==> config.mk <==
export PLATFORM = sky130hd
export DESIGN_NAME = ex_stage_flat
export DESIGN_NICKNAME = d
export VERILOG_FILES = /design/src/rtl/ex_pkg.sv /design/src/rtl/ex_stage_if.sv /design/src/rtl/md_unit.sv /design/src/rtl/ex_stage.sv /design/src/flat_wrapper.sv
export SDC_FILE = /design/constraint.sdc
export NUM_CORES = 1
export LEC_CHECK = 0
export ABC_AREA = 1
export BUFFER_PORTS_ARGS = -buffer_cell sky130_fd_sc_hd__buf_2
export CAP_MARGIN = 10
export CORE_ASPECT_RATIO = 1.1
export CORE_UTILIZATION = 56
export DETAILED_ROUTE_END_ITERATION = 8
export GPL_TIMING_DRIVEN = 0
export PLACE_DENSITY = 0.88
export SYNTH_ARGS = -nofsm -noshare
export SYNTH_HDL_FRONTEND = slang
export SYNTH_SLANG_ARGS = --single-unit
==> constraint.sdc <==
create_clock -name clk -period 4.45 [get_ports clk]
set_input_delay 0.6675 -clock clk [delete_from_list [all_inputs] [get_ports clk]]
set_output_delay 0.6675 -clock clk [all_outputs]
set_load 0.01 [all_outputs]
==> src/rtl/ex_pkg.sv <==
// Shared definitions for the execute stage: ALU opcodes, mul/div FSM states,
// the ID/EX pipeline register layout and the default mul/div latency.
package ex_pkg;

  localparam int MD_ITER_DEF = 32;

  typedef enum logic [3:0] {
    ALU_ADD  = 4'd0,
    ALU_SUB  = 4'd1,
    ALU_AND  = 4'd2,
    ALU_OR   = 4'd3,
    ALU_XOR  = 4'd4,
    ALU_NOR  = 4'd5,
    ALU_SLT  = 4'd6,
    ALU_SLL  = 4'd7,
    ALU_SRL  = 4'd8,
    ALU_SRA  = 4'd9,
    ALU_LUI  = 4'd10,
    ALU_MUL  = 4'd11,
    ALU_DIVU = 4'd12,
    ALU_REMU = 4'd13
  } alu_op_e;

  typedef enum logic [1:0] {
    MD_IDLE = 2'd0,
    MD_BUSY = 2'd1,
    MD_DONE = 2'd2
  } md_state_e;

  // All-zero value of this struct is the pipeline bubble.
  typedef struct packed {
    logic        wreg;
    logic        m2reg;
    logic        wmem;
    logic [3:0]  aluc;
    logic        aluimm;
    logic [31:0] inA;
    logic [31:0] inB;
    logic [31:0] imm;
    logic [4:0]  srcA;
    logic [4:0]  srcB;
    logic [4:0]  destR;
    logic [3:0]  ins_type;
    logic [3:0]  ins_number;
  } idex_t;

  function automatic logic is_md(input logic [3:0] op);
    return (op == ALU_MUL) || (op == ALU_DIVU) || (op == ALU_REMU);
  endfunction

endpackage

==> src/rtl/ex_stage_if.sv <==
// Decode-side inputs, EX/MEM forwarding source and memory-stage outputs of
// the execute stage; master drives decode/forwarding, slave is the stage.
interface ex_stage_if;
  logic        id_wreg, id_m2reg, id_wmem;
  logic [3:0]  id_aluc;
  logic        id_aluimm;
  logic [31:0] id_inA, id_inB, id_imm;
  logic [4:0]  id_srcA, id_srcB, id_destR;
  logic        id_flush;
  logic [3:0]  ID_ins_type, ID_ins_number;

  logic        mem_wreg;
  logic [4:0]  mem_destR;
  logic [31:0] mem_aluR;

  logic        ex_wreg, ex_m2reg, ex_wmem, ex_zero;
  logic [4:0]  ex_destR;
  logic [31:0] ex_aluR, ex_inB;
  logic        ex_stall;
  logic [3:0]  EXE_ins_type, EXE_ins_number;

  modport master (
    output id_wreg, id_m2reg, id_wmem, id_aluc, id_aluimm, id_inA, id_inB, id_imm,
           id_srcA, id_srcB, id_destR, id_flush, ID_ins_type, ID_ins_number,
           mem_wreg, mem_destR, mem_aluR,
    input  ex_wreg, ex_m2reg, ex_wmem, ex_zero, ex_destR, ex_aluR, ex_inB,
           ex_stall, EXE_ins_type, EXE_ins_number
  );

  modport slave (
    input  id_wreg, id_m2reg, id_wmem, id_aluc, id_aluimm, id_inA, id_inB, id_imm,
           id_srcA, id_srcB, id_destR, id_flush, ID_ins_type, ID_ins_number,
           mem_wreg, mem_destR, mem_aluR,
    output ex_wreg, ex_m2reg, ex_wmem, ex_zero, ex_destR, ex_aluR, ex_inB,
           ex_stall, EXE_ins_type, EXE_ins_number
  );
endinterface

==> src/rtl/md_unit.sv <==
// Iterative unsigned multiply (shift-add) and restoring divide, one bit per
// BUSY cycle. Holds the pipeline via stall_o until the result is ready.
module md_unit
  import ex_pkg::*;
#(
  parameter int MD_ITER = MD_ITER_DEF
) (
  input  logic        clk,
  input  logic        rst,
  input  logic [3:0]  op_i,
  input  logic [31:0] a_i,
  input  logic [31:0] b_i,
  output logic        stall_o,
  output logic [31:0] res_o
);
  localparam int CW = $clog2(MD_ITER + 1);

  md_state_e   state_q;
  logic [CW-1:0] cnt_q;
  // acc: product / partial remainder; x: multiplicand / dividend->quotient;
  // y: multiplier / divisor.
  logic [31:0] acc_q, x_q, y_q;
  logic [32:0] rsh, rdiff;
  logic        md_op;

  assign md_op = is_md(op_i);
  assign rsh   = {acc_q, x_q[31]};
  assign rdiff = rsh - {1'b0, y_q};

  always_ff @(posedge clk or negedge rst) begin
    if (!rst) begin
      state_q <= MD_IDLE;
      cnt_q   <= '0;
      acc_q   <= '0;
      x_q     <= '0;
      y_q     <= '0;
    end else begin
      case (state_q)
        MD_IDLE: if (md_op) begin
          state_q <= MD_BUSY;
          cnt_q   <= '0;
          acc_q   <= '0;
          x_q     <= a_i;
          y_q     <= b_i;
        end
        MD_BUSY: begin
          cnt_q <= cnt_q + CW'(1);
          if (cnt_q == CW'(MD_ITER - 1)) state_q <= MD_DONE;
          // 32 bit-steps; any extra latency cycles just hold the result.
          if (int'(cnt_q) < 32) begin
            if (op_i == ALU_MUL) begin
              if (y_q[0]) acc_q <= acc_q + x_q;
              x_q <= x_q << 1;
              y_q <= y_q >> 1;
            end else if (!rdiff[32]) begin
              acc_q <= rdiff[31:0];
              x_q   <= {x_q[30:0], 1'b1};
            end else begin
              acc_q <= rsh[31:0];
              x_q   <= {x_q[30:0], 1'b0};
            end
          end
        end
        MD_DONE: state_q <= MD_IDLE;
        default: state_q <= MD_IDLE;
      endcase
    end
  end

  assign stall_o = md_op && (state_q != MD_DONE);

  always_comb begin
    res_o = '0;
    case (op_i)
      ALU_MUL:  res_o = acc_q;
      ALU_DIVU: res_o = x_q;
      ALU_REMU: res_o = acc_q;
      default:  res_o = '0;
    endcase
  end

endmodule

==> src/rtl/ex_stage.sv <==
// Execute stage: ID/EX register, EX/MEM forwarding, single-cycle ALU and the
// iterative mul/div unit, which stalls decode/fetch while it works.
module ex_stage
  import ex_pkg::*;
#(
  parameter int MD_ITER = MD_ITER_DEF
) (
  input  logic      clk,
  input  logic      rst,
  ex_stage_if.slave bus
);
  idex_t       idex_q, idex_d;
  logic        stall;
  logic [31:0] fwd_a, fwd_b, op_b, alu_res, md_res;

  // Stall has priority over flush: a busy mul/div keeps its instruction.
  always_comb begin
    idex_d = idex_q;
    if (!stall) begin
      if (bus.id_flush) begin
        idex_d = '0;
      end else begin
        idex_d.wreg       = bus.id_wreg;
        idex_d.m2reg      = bus.id_m2reg;
        idex_d.wmem       = bus.id_wmem;
        idex_d.aluc       = bus.id_aluc;
        idex_d.aluimm     = bus.id_aluimm;
        idex_d.inA        = bus.id_inA;
        idex_d.inB        = bus.id_inB;
        idex_d.imm        = bus.id_imm;
        idex_d.srcA       = bus.id_srcA;
        idex_d.srcB       = bus.id_srcB;
        idex_d.destR      = bus.id_destR;
        idex_d.ins_type   = bus.ID_ins_type;
        idex_d.ins_number = bus.ID_ins_number;
      end
    end
  end

  always_ff @(posedge clk or negedge rst) begin
    if (!rst) idex_q <= '0;
    else      idex_q <= idex_d;
  end

  assign fwd_a = (bus.mem_wreg && bus.mem_destR != 5'd0 && bus.mem_destR == idex_q.srcA)
               ? bus.mem_aluR : idex_q.inA;
  assign fwd_b = (bus.mem_wreg && bus.mem_destR != 5'd0 && bus.mem_destR == idex_q.srcB)
               ? bus.mem_aluR : idex_q.inB;
  assign op_b  = idex_q.aluimm ? idex_q.imm : fwd_b;

  md_unit #(.MD_ITER(MD_ITER)) u_md (
    .clk     (clk),
    .rst     (rst),
    .op_i    (idex_q.aluc),
    .a_i     (fwd_a),
    .b_i     (op_b),
    .stall_o (stall),
    .res_o   (md_res)
  );

  // Shifts move operand B by the amount in operand A.
  always_comb begin
    alu_res = '0;
    case (idex_q.aluc)
      ALU_ADD:  alu_res = fwd_a + op_b;
      ALU_SUB:  alu_res = fwd_a - op_b;
      ALU_AND:  alu_res = fwd_a & op_b;
      ALU_OR:   alu_res = fwd_a | op_b;
      ALU_XOR:  alu_res = fwd_a ^ op_b;
      ALU_NOR:  alu_res = ~(fwd_a | op_b);
      ALU_SLT:  alu_res = {31'd0, $signed(fwd_a) < $signed(op_b)};
      ALU_SLL:  alu_res = op_b << fwd_a[4:0];
      ALU_SRL:  alu_res = op_b >> fwd_a[4:0];
      ALU_SRA:  alu_res = $signed(op_b) >>> fwd_a[4:0];
      ALU_LUI:  alu_res = {op_b[15:0], 16'h0};
      ALU_MUL,
      ALU_DIVU,
      ALU_REMU: alu_res = md_res;
      default:  alu_res = '0;
    endcase
  end

  assign bus.ex_stall       = stall;
  assign bus.ex_wreg        = idex_q.wreg  & ~stall;
  assign bus.ex_m2reg       = idex_q.m2reg & ~stall;
  assign bus.ex_wmem        = idex_q.wmem  & ~stall;
  assign bus.ex_aluR        = alu_res;
  assign bus.ex_zero        = (alu_res == 32'd0);
  assign bus.ex_destR       = idex_q.destR;
  assign bus.ex_inB         = fwd_b;
  assign bus.EXE_ins_type   = idex_q.ins_type;
  assign bus.EXE_ins_number = idex_q.ins_number;

endmodule

==> src/flat_wrapper.sv <==
// flat-port wrapper written by rule: the top's interface ports become plain ports
module ex_stage_flat import ex_pkg::*;
#(
  parameter int MD_ITER = MD_ITER_DEF
)
  (clk, rst, bus_id_wreg, bus_id_m2reg, bus_id_wmem, bus_id_aluc, bus_id_aluimm, bus_id_inA, bus_id_inB, bus_id_imm, bus_id_srcA, bus_id_srcB, bus_id_destR, bus_id_flush, bus_ID_ins_type, bus_ID_ins_number, bus_mem_wreg, bus_mem_destR, bus_mem_aluR, bus_ex_wreg, bus_ex_m2reg, bus_ex_wmem, bus_ex_zero, bus_ex_destR, bus_ex_aluR, bus_ex_inB, bus_ex_stall, bus_EXE_ins_type, bus_EXE_ins_number);
  ex_stage_if bus_i ();
  input  logic clk;
  input  logic rst;
  input wire logic [$bits(bus_i.id_wreg)-1:0] bus_id_wreg;
  input wire logic [$bits(bus_i.id_m2reg)-1:0] bus_id_m2reg;
  input wire logic [$bits(bus_i.id_wmem)-1:0] bus_id_wmem;
  input wire logic [$bits(bus_i.id_aluc)-1:0] bus_id_aluc;
  input wire logic [$bits(bus_i.id_aluimm)-1:0] bus_id_aluimm;
  input wire logic [$bits(bus_i.id_inA)-1:0] bus_id_inA;
  input wire logic [$bits(bus_i.id_inB)-1:0] bus_id_inB;
  input wire logic [$bits(bus_i.id_imm)-1:0] bus_id_imm;
  input wire logic [$bits(bus_i.id_srcA)-1:0] bus_id_srcA;
  input wire logic [$bits(bus_i.id_srcB)-1:0] bus_id_srcB;
  input wire logic [$bits(bus_i.id_destR)-1:0] bus_id_destR;
  input wire logic [$bits(bus_i.id_flush)-1:0] bus_id_flush;
  input wire logic [$bits(bus_i.ID_ins_type)-1:0] bus_ID_ins_type;
  input wire logic [$bits(bus_i.ID_ins_number)-1:0] bus_ID_ins_number;
  input wire logic [$bits(bus_i.mem_wreg)-1:0] bus_mem_wreg;
  input wire logic [$bits(bus_i.mem_destR)-1:0] bus_mem_destR;
  input wire logic [$bits(bus_i.mem_aluR)-1:0] bus_mem_aluR;
  output wire logic [$bits(bus_i.ex_wreg)-1:0] bus_ex_wreg;
  output wire logic [$bits(bus_i.ex_m2reg)-1:0] bus_ex_m2reg;
  output wire logic [$bits(bus_i.ex_wmem)-1:0] bus_ex_wmem;
  output wire logic [$bits(bus_i.ex_zero)-1:0] bus_ex_zero;
  output wire logic [$bits(bus_i.ex_destR)-1:0] bus_ex_destR;
  output wire logic [$bits(bus_i.ex_aluR)-1:0] bus_ex_aluR;
  output wire logic [$bits(bus_i.ex_inB)-1:0] bus_ex_inB;
  output wire logic [$bits(bus_i.ex_stall)-1:0] bus_ex_stall;
  output wire logic [$bits(bus_i.EXE_ins_type)-1:0] bus_EXE_ins_type;
  output wire logic [$bits(bus_i.EXE_ins_number)-1:0] bus_EXE_ins_number;
  assign bus_i.id_wreg = bus_id_wreg;
  assign bus_i.id_m2reg = bus_id_m2reg;
  assign bus_i.id_wmem = bus_id_wmem;
  assign bus_i.id_aluc = bus_id_aluc;
  assign bus_i.id_aluimm = bus_id_aluimm;
  assign bus_i.id_inA = bus_id_inA;
  assign bus_i.id_inB = bus_id_inB;
  assign bus_i.id_imm = bus_id_imm;
  assign bus_i.id_srcA = bus_id_srcA;
  assign bus_i.id_srcB = bus_id_srcB;
  assign bus_i.id_destR = bus_id_destR;
  assign bus_i.id_flush = bus_id_flush;
  assign bus_i.ID_ins_type = bus_ID_ins_type;
  assign bus_i.ID_ins_number = bus_ID_ins_number;
  assign bus_i.mem_wreg = bus_mem_wreg;
  assign bus_i.mem_destR = bus_mem_destR;
  assign bus_i.mem_aluR = bus_mem_aluR;
  assign bus_ex_wreg = bus_i.ex_wreg;
  assign bus_ex_m2reg = bus_i.ex_m2reg;
  assign bus_ex_wmem = bus_i.ex_wmem;
  assign bus_ex_zero = bus_i.ex_zero;
  assign bus_ex_destR = bus_i.ex_destR;
  assign bus_ex_aluR = bus_i.ex_aluR;
  assign bus_ex_inB = bus_i.ex_inB;
  assign bus_ex_stall = bus_i.ex_stall;
  assign bus_EXE_ins_type = bus_i.EXE_ins_type;
  assign bus_EXE_ins_number = bus_i.EXE_ins_number;
  ex_stage #(.MD_ITER(MD_ITER)) u_core (.clk(clk), .rst(rst), .bus(bus_i));
endmodule
==> results.tsv, run 1 <==
stage	metric	value	unit
clock_tree	clk_path_buf_depth	3	
synthesis	syn-num-nets	4502	
synthesis	avgSynthCellArea	6.12	sq um
synthesis	synth_cells	4167	
synthesis	synth-simple-area-share	36.4	%
die	dieWidth	205	microns
synthesis	synth.cell_area	0.0255	sq mm
placed_design	placed_area	0.0276	sq mm
clock_tree	cts_buffers	26	
synthesis	synth.distinct_cells	63	
outcome	status	stopped before the end	
global_route	overflow	475	
die	initial_core_util	57.1	%
timing	endpoint_type	output port	
die	ios	250	
synthesis	synth_adder_area_share	8.31	%
clock_tree	cts_root_buf	clkbuf_16	
placed_design	io_buffers	249	
synthesis	synth_compound_area_share	18.8	%
timing	worstEndpointGrtRepair	bus_ex_zero	
synthesis	synth_flop_cell	dfrtp_1	
clock_tree	cts_sinks	231	
synthesis	synthArstFlopShare	100	%
synthesis	ys_seq_area_share	22.7	%
synthesis	synthMuxAreaShare	0	%
synthesis	synth_edf_count	0	
global_route	track_usage	84.0	%
synthesis	synth_top_family_by_area	simple AND/OR/NAND/NOR gates	
outcome	toolErrorMsg	[ERROR GRT-0232] Routing congestion too high. Check the congestion heatmap in the GUI.	
outcome	flow.stopped_at	global routing	
die	core.rowCount	81	
synthesis	synth_xor_area_share	1.65	%
synthesis	ys_ff_latch	231	
synthesis	yosysWarnings	0	
placed_design	dp_hpwl	108	mm
placed_design	place.gp.congestion	1.16	
clock_tree	htreeDepth	1	
die	die_h	226	microns
global_route	grt_max_degree	104	
-- per-layer routing --
metal	GRT usage [%]	GRT overflow
met1	83.2	9
met2	97.3	243
met3	72.6	16
met4	83.3	206
met5	47.8	1
-- cell usage after synthesis, types with 10 or more instances --
master    instances  area, sq um
nand2_1        1010         3790
nand3_1         629         3150
inv_1           510         1910
nor2_1          325         1220
o21ai_0         323         1620
a21oi_1         261         1310
dfrtp_1         231         5780
ha_1            163         2040
clkbuf_1        127          477
o22ai_1          62          388
nand4_1          44          275
o211ai_1         37          278
nand3_2          34          340
o21ai_1          33          165
buf_2            32          160
buf_4            30          225
nor3_1           30          150
xor2_1           29          254
buf_1            24         90.1
o21a_1           22          165
inv_2            19         71.3
xnor2_1          19          166
a211oi_1         18          135
o221ai_1         15          131
a31oi_1          10         62.6
-- through the flow --
step / worst slack (ns) / utilization, % / hold slack [ns] / cells / setup TNS (ns)
2_1_floorplan: 0.00686 / - / 0.372 / 4167 / 0
3_5_place_dp: -1.92 / 61.8 / 0.466 / 5000 / -35.07
3_3_place_gp: -1.99 / 61.7 / 0.448 / 4997 / -327.25
4_1_cts: -0.906 / 69.2 / 0.308 / 5128 / -13.54
-- repair_timing --
item	4_1_cts
setup endpoints to repair	33
hold endpoints to repair	4
cloned	1
setup buffers	88
resized for setup	434
hold buffers	1
pin swaps	75
-- logic make-up after synthesis --
group	Yosys count
AOI/OAI and AO/OA	847
xor gates and xnor gates	48
adders and majority gates	167
buffers and inverters	756
DFF	231
and+or+nand+nor	2118
==> inputs of run 2 (changes only) <==
--- a/config.mk
+++ b/config.mk
@@ -8,11 +8,10 @@
 export ABC_AREA = 1
 export BUFFER_PORTS_ARGS = -buffer_cell sky130_fd_sc_hd__buf_2
 export CAP_MARGIN = 10
-export CORE_ASPECT_RATIO = 1.1
-export CORE_UTILIZATION = 56
+export CORE_UTILIZATION = 40
 export DETAILED_ROUTE_END_ITERATION = 8
 export GPL_TIMING_DRIVEN = 0
-export PLACE_DENSITY = 0.88
+export PLACE_DENSITY_LB_ADDON = 0.15
 export SYNTH_ARGS = -nofsm -noshare
 export SYNTH_HDL_FRONTEND = slang
 export SYNTH_SLANG_ARGS = --single-unit
==> constraint.sdc (replaced) <==
create_clock -name clk -period 5.8 [get_ports clk]
set_input_delay 0.87 -clock clk [delete_from_list [all_inputs] [get_ports clk]]
set_output_delay 0.87 -clock clk [all_outputs]
set_load 0.01 [all_outputs]
==> run 2 against run 1 <==
Against the previous run:
- the flow now finishes, with violations (setup timing)
- synthesized area did not move
- synthesized cell count did not move
==> results.tsv, run 2 <==
stage	metric	value	unit
cells_and_area	area_growth	19.7	%
synthesis	synthArstFlopShare	100	%
timing	tightest_slew	1.17	ns
drt	remaining_drc_errors	0	
timing	rsz0062_at_grt	true	
synthesis	syn-num-nets	4502	
synthesis	synth_area_leaders	dfrtp_1 23%, nand2_1 15%, nand3_1 12%	
clock_tree	cts_buffers	26	
worst_setup_path	timing.reg2reg.setup_slack	1.40	ns
global_route	grt_pass1_wl	200	mm
worst_setup_path	arrival	5.00	ns
power_and_ir_drop	power.density	405	mW/mm^2
die	core_area	0.0631	sq mm
run	maxCapViolCount	0	
timing	fmax	170	MHz
drt	post_drt_via_cell_ratio	5.93	
clock_tree	cts_sinks	231	
worst_setup_path	slowest_delay	0.93	ns
outcome	status	complete, but fails checks	
cells_and_area	fin_cells	5361	
synthesis	synth_top_cell_by_area	dfrtp_1	
cells_and_area	final_common_cell	nand2_1	
placed_design	post-place-cells	5269	
die	core.rowCount	92	
timing	layout_min_cycle_time	5.87	ns
placed_design	place.gp.congestion	1.07	
worst_setup_path	worst-path-max-fanout	10	
global_route	grt_max_degree	98	
worst_setup_path	r2r-end	u_core.u_md.acc_q[31]	
cells_and_area	nFillCells	6941	
synthesis	synth.cell_area	0.0255	sq mm
synthesis	yosysMostFrequentCell	nand2_1	
synthesis	synth_flop_cell	dfrtp_1	
drt	first_pass_iters	7	
global_route	track_usage	42.9	%
synthesis	yosysWarnings	0	
die	die_h	255	microns
synthesis	synth_edf_count	0	
global_route	overflow	0	
drt	wl_per_cell	26.5	microns
global_route	grt_pass1_vias	29100	
synthesis	synth.distinct_cells	63	
clock_tree	clk_pin_slew_worst_paths	0.06	ns
synthesis	synth_top_area_share	22.7	%
worst_setup_path	start_kind	input port	
clock_tree	clk_path_buf_depth	3	
hold_path	min_path_type	in -> async	
power_and_ir_drop	p_leak	15.4	nW
worst_setup_path	cp-end-kind	output port	
synthesis	ys_seq_area_share	22.7	%
cells_and_area	multiInputGateArea	0.0178	sq mm
cells_and_area	top_register	u_core.idex_q	
die	initial_core_util	40.4	%
cells_and_area	fin_nets	4830	
die	dieWidth	255	microns
timing	fin_setup_tns	-0.0680	ns
worst_setup_path	r2r_start	u_core.u_md.x_q[31]	
clock_tree	cts_tree	yes	
timing	skew	0.0257	ns
drt	drt_iter0_markers	3944	
clock_tree	cts_root_buf	clkbuf_16	
timing	finalSetupViolations	1	
placed_design	io_buffers	249	
worst_setup_path	worstPathRequired	4.93	ns
die	die_area	0.0648	sq mm
synthesis	synth_top_cells_by_count	1,010 x nand2_1, 629 x nand3_1, 510 x inv_1	
clock_tree	htreeDepth	1	
timing	maxSlewHeadroom	21.7	%
timing	hold_slack	0.211	ns
power_and_ir_drop	power	12.4	mW
clock_tree	insertion_delay	0.58	ns
drt	detail-route-antenna-nets	0	
timing	hold_viol_final	0	
outcome	failed_checks	setup timing	
worst_setup_path	path_class	in -> out	
timing	drv_slew	0	
drt	drt_wl_total	142	mm
timing	setup_ws	-0.0680	ns
worst_setup_path	cp_cell_sequence	buf_2 -> xnor2_2 -> nand3_2 -> nor2_4 -> nand2_4 -> buf_8 -> clkbuf_8 -> o21ai_4 -> inv_1 -> ha_1 -> nand2_1 -> o21ai_0 -> a2111oi_1 -> o21ai_0 -> nor2_2 -> nand3_2 -> nor2_1 -> nand2_1 -> nor2_1 -> nand3_1 -> nor2_2 -> buf_2	
worst_setup_path	r2r_cells	21	
synthesis	synth_cells	4167	
cells_and_area	drive_gt1_share	16.3	%
cells_and_area	largest_reg_flops	114	
cells_and_area	final_cell_area	0.0305	sq mm
worst_setup_path	crit_path_top_delay_cell	a2111oi_1	
synthesis	ys_ff_latch	231	
drt	vias	31800	
placed_design	dp_hpwl	117	mm
placed_design	placed_area	0.0279	sq mm
power_and_ir_drop	peakVddDrop	213	uV
cells_and_area	final_cell_mix	970 x nand2_1, 616 x nand3_1, 494 x inv_1	
synthesis	avgSynthCellArea	6.12	sq um
cells_and_area	ff_latch_area	0.00578	sq mm
die	ios	250	
timing	fin_crit_sh	101	%
global_route	antenna_found_initial	10	
==> run 2: worst max path at each step <==
stage	from	endpoint	slack [ns]	depth (start not counted)
4_1_cts	bus_mem_destR[3]	bus_ex_zero	0.002	28
3_3_place_gp	bus_mem_destR[1]	bus_ex_zero	-2.07	22
2_1_floorplan	bus_mem_destR[2]	bus_ex_zero	0.65	26
3_5_place_dp	bus_mem_destR[1]	bus_ex_zero	-1.39	27
6_report	bus_mem_destR[1]	bus_ex_zero	-0.07	22
5_1_grt	bus_mem_destR[1]	bus_ex_zero	-0.25	30
==> run 2: kinds of logic after synthesis <==
group | synth area share [%]
AOI/OAI and AO/OA | 18.8
and+or+nand+nor | 36.4
xor gates and xnor gates | 1.65
DFF | 22.7
adders and majority gates | 8.31
buffers and inverters | 12.1
==> run 2: area by class of cell <==
cell class	instances	share of cell area [%]
antenna	2	0.0164
timing repair buffer	323	6.22
tap	846	3.47
inverter	532	6.70
buffer	201	3.54
clock inverter	6	0.287
multi-input combinational	3180	58.3
clock buffer	40	2.53
sequential	231	18.9
==> run 2: report_power, final <==
part | switching [mW] | internal (mW) | total [mW]
registers | 0.416 | 2.02 | 2.44
logic | 5.54 | 2.68 | 8.22
clock network | 0.751 | 0.968 | 1.72
==> run 2: per-stage QoR <==
step / utilization, % / worst slack [ns]
floorplan: - / 0.654
global placement: 44.1 / -2.07
detailed placement: 44.2 / -1.39
CTS: 47.0 / 0.00181
global route: 48.4 / -0.249
finish: 48.4 / -0.0680
==> run 2: per-layer routing <==
layer | part of all wire [%] | wire length (microns) | vias to the layer above | global-route usage (%)
li1 | - | - | 14500 | -
met1 | 40 | 56900 | 14900 | 54.8
met2 | 43 | 61100 | 1865 | 66.1
met3 | 11 | 15200 | 423 | 11.3
met4 | 6.2 | 8810 | 8 | 22.7
met5 | 0.037 | 53 | - | 0
==> run 2: worst max-delay path, delay by kind of cell <==
kind                     cells  cell delay, ns
buffers and inverters        5            0.72
adder cells (fa/ha/maj)      1            0.21
XOR/XNOR                     1            0.18
AO/OA/AOI/OAI                4            1.65
AND/OR/NAND/NOR             11            1.36
==> run 2: timing repair <==
| action | 4_1_cts | 5_1_grt |
|---|---|---|
| hold endpoints to repair | 0 | 0 |
| hold buffers | 0 | 0 |
| buffers inserted | 19 | 48 |
| endpoints found under the setup margin | 31 | 5 |
| gates resized for setup | 220 | 140 |
| pin swaps | 19 | 47 |
No activity file was read; power rests on OpenSTA's default activity.
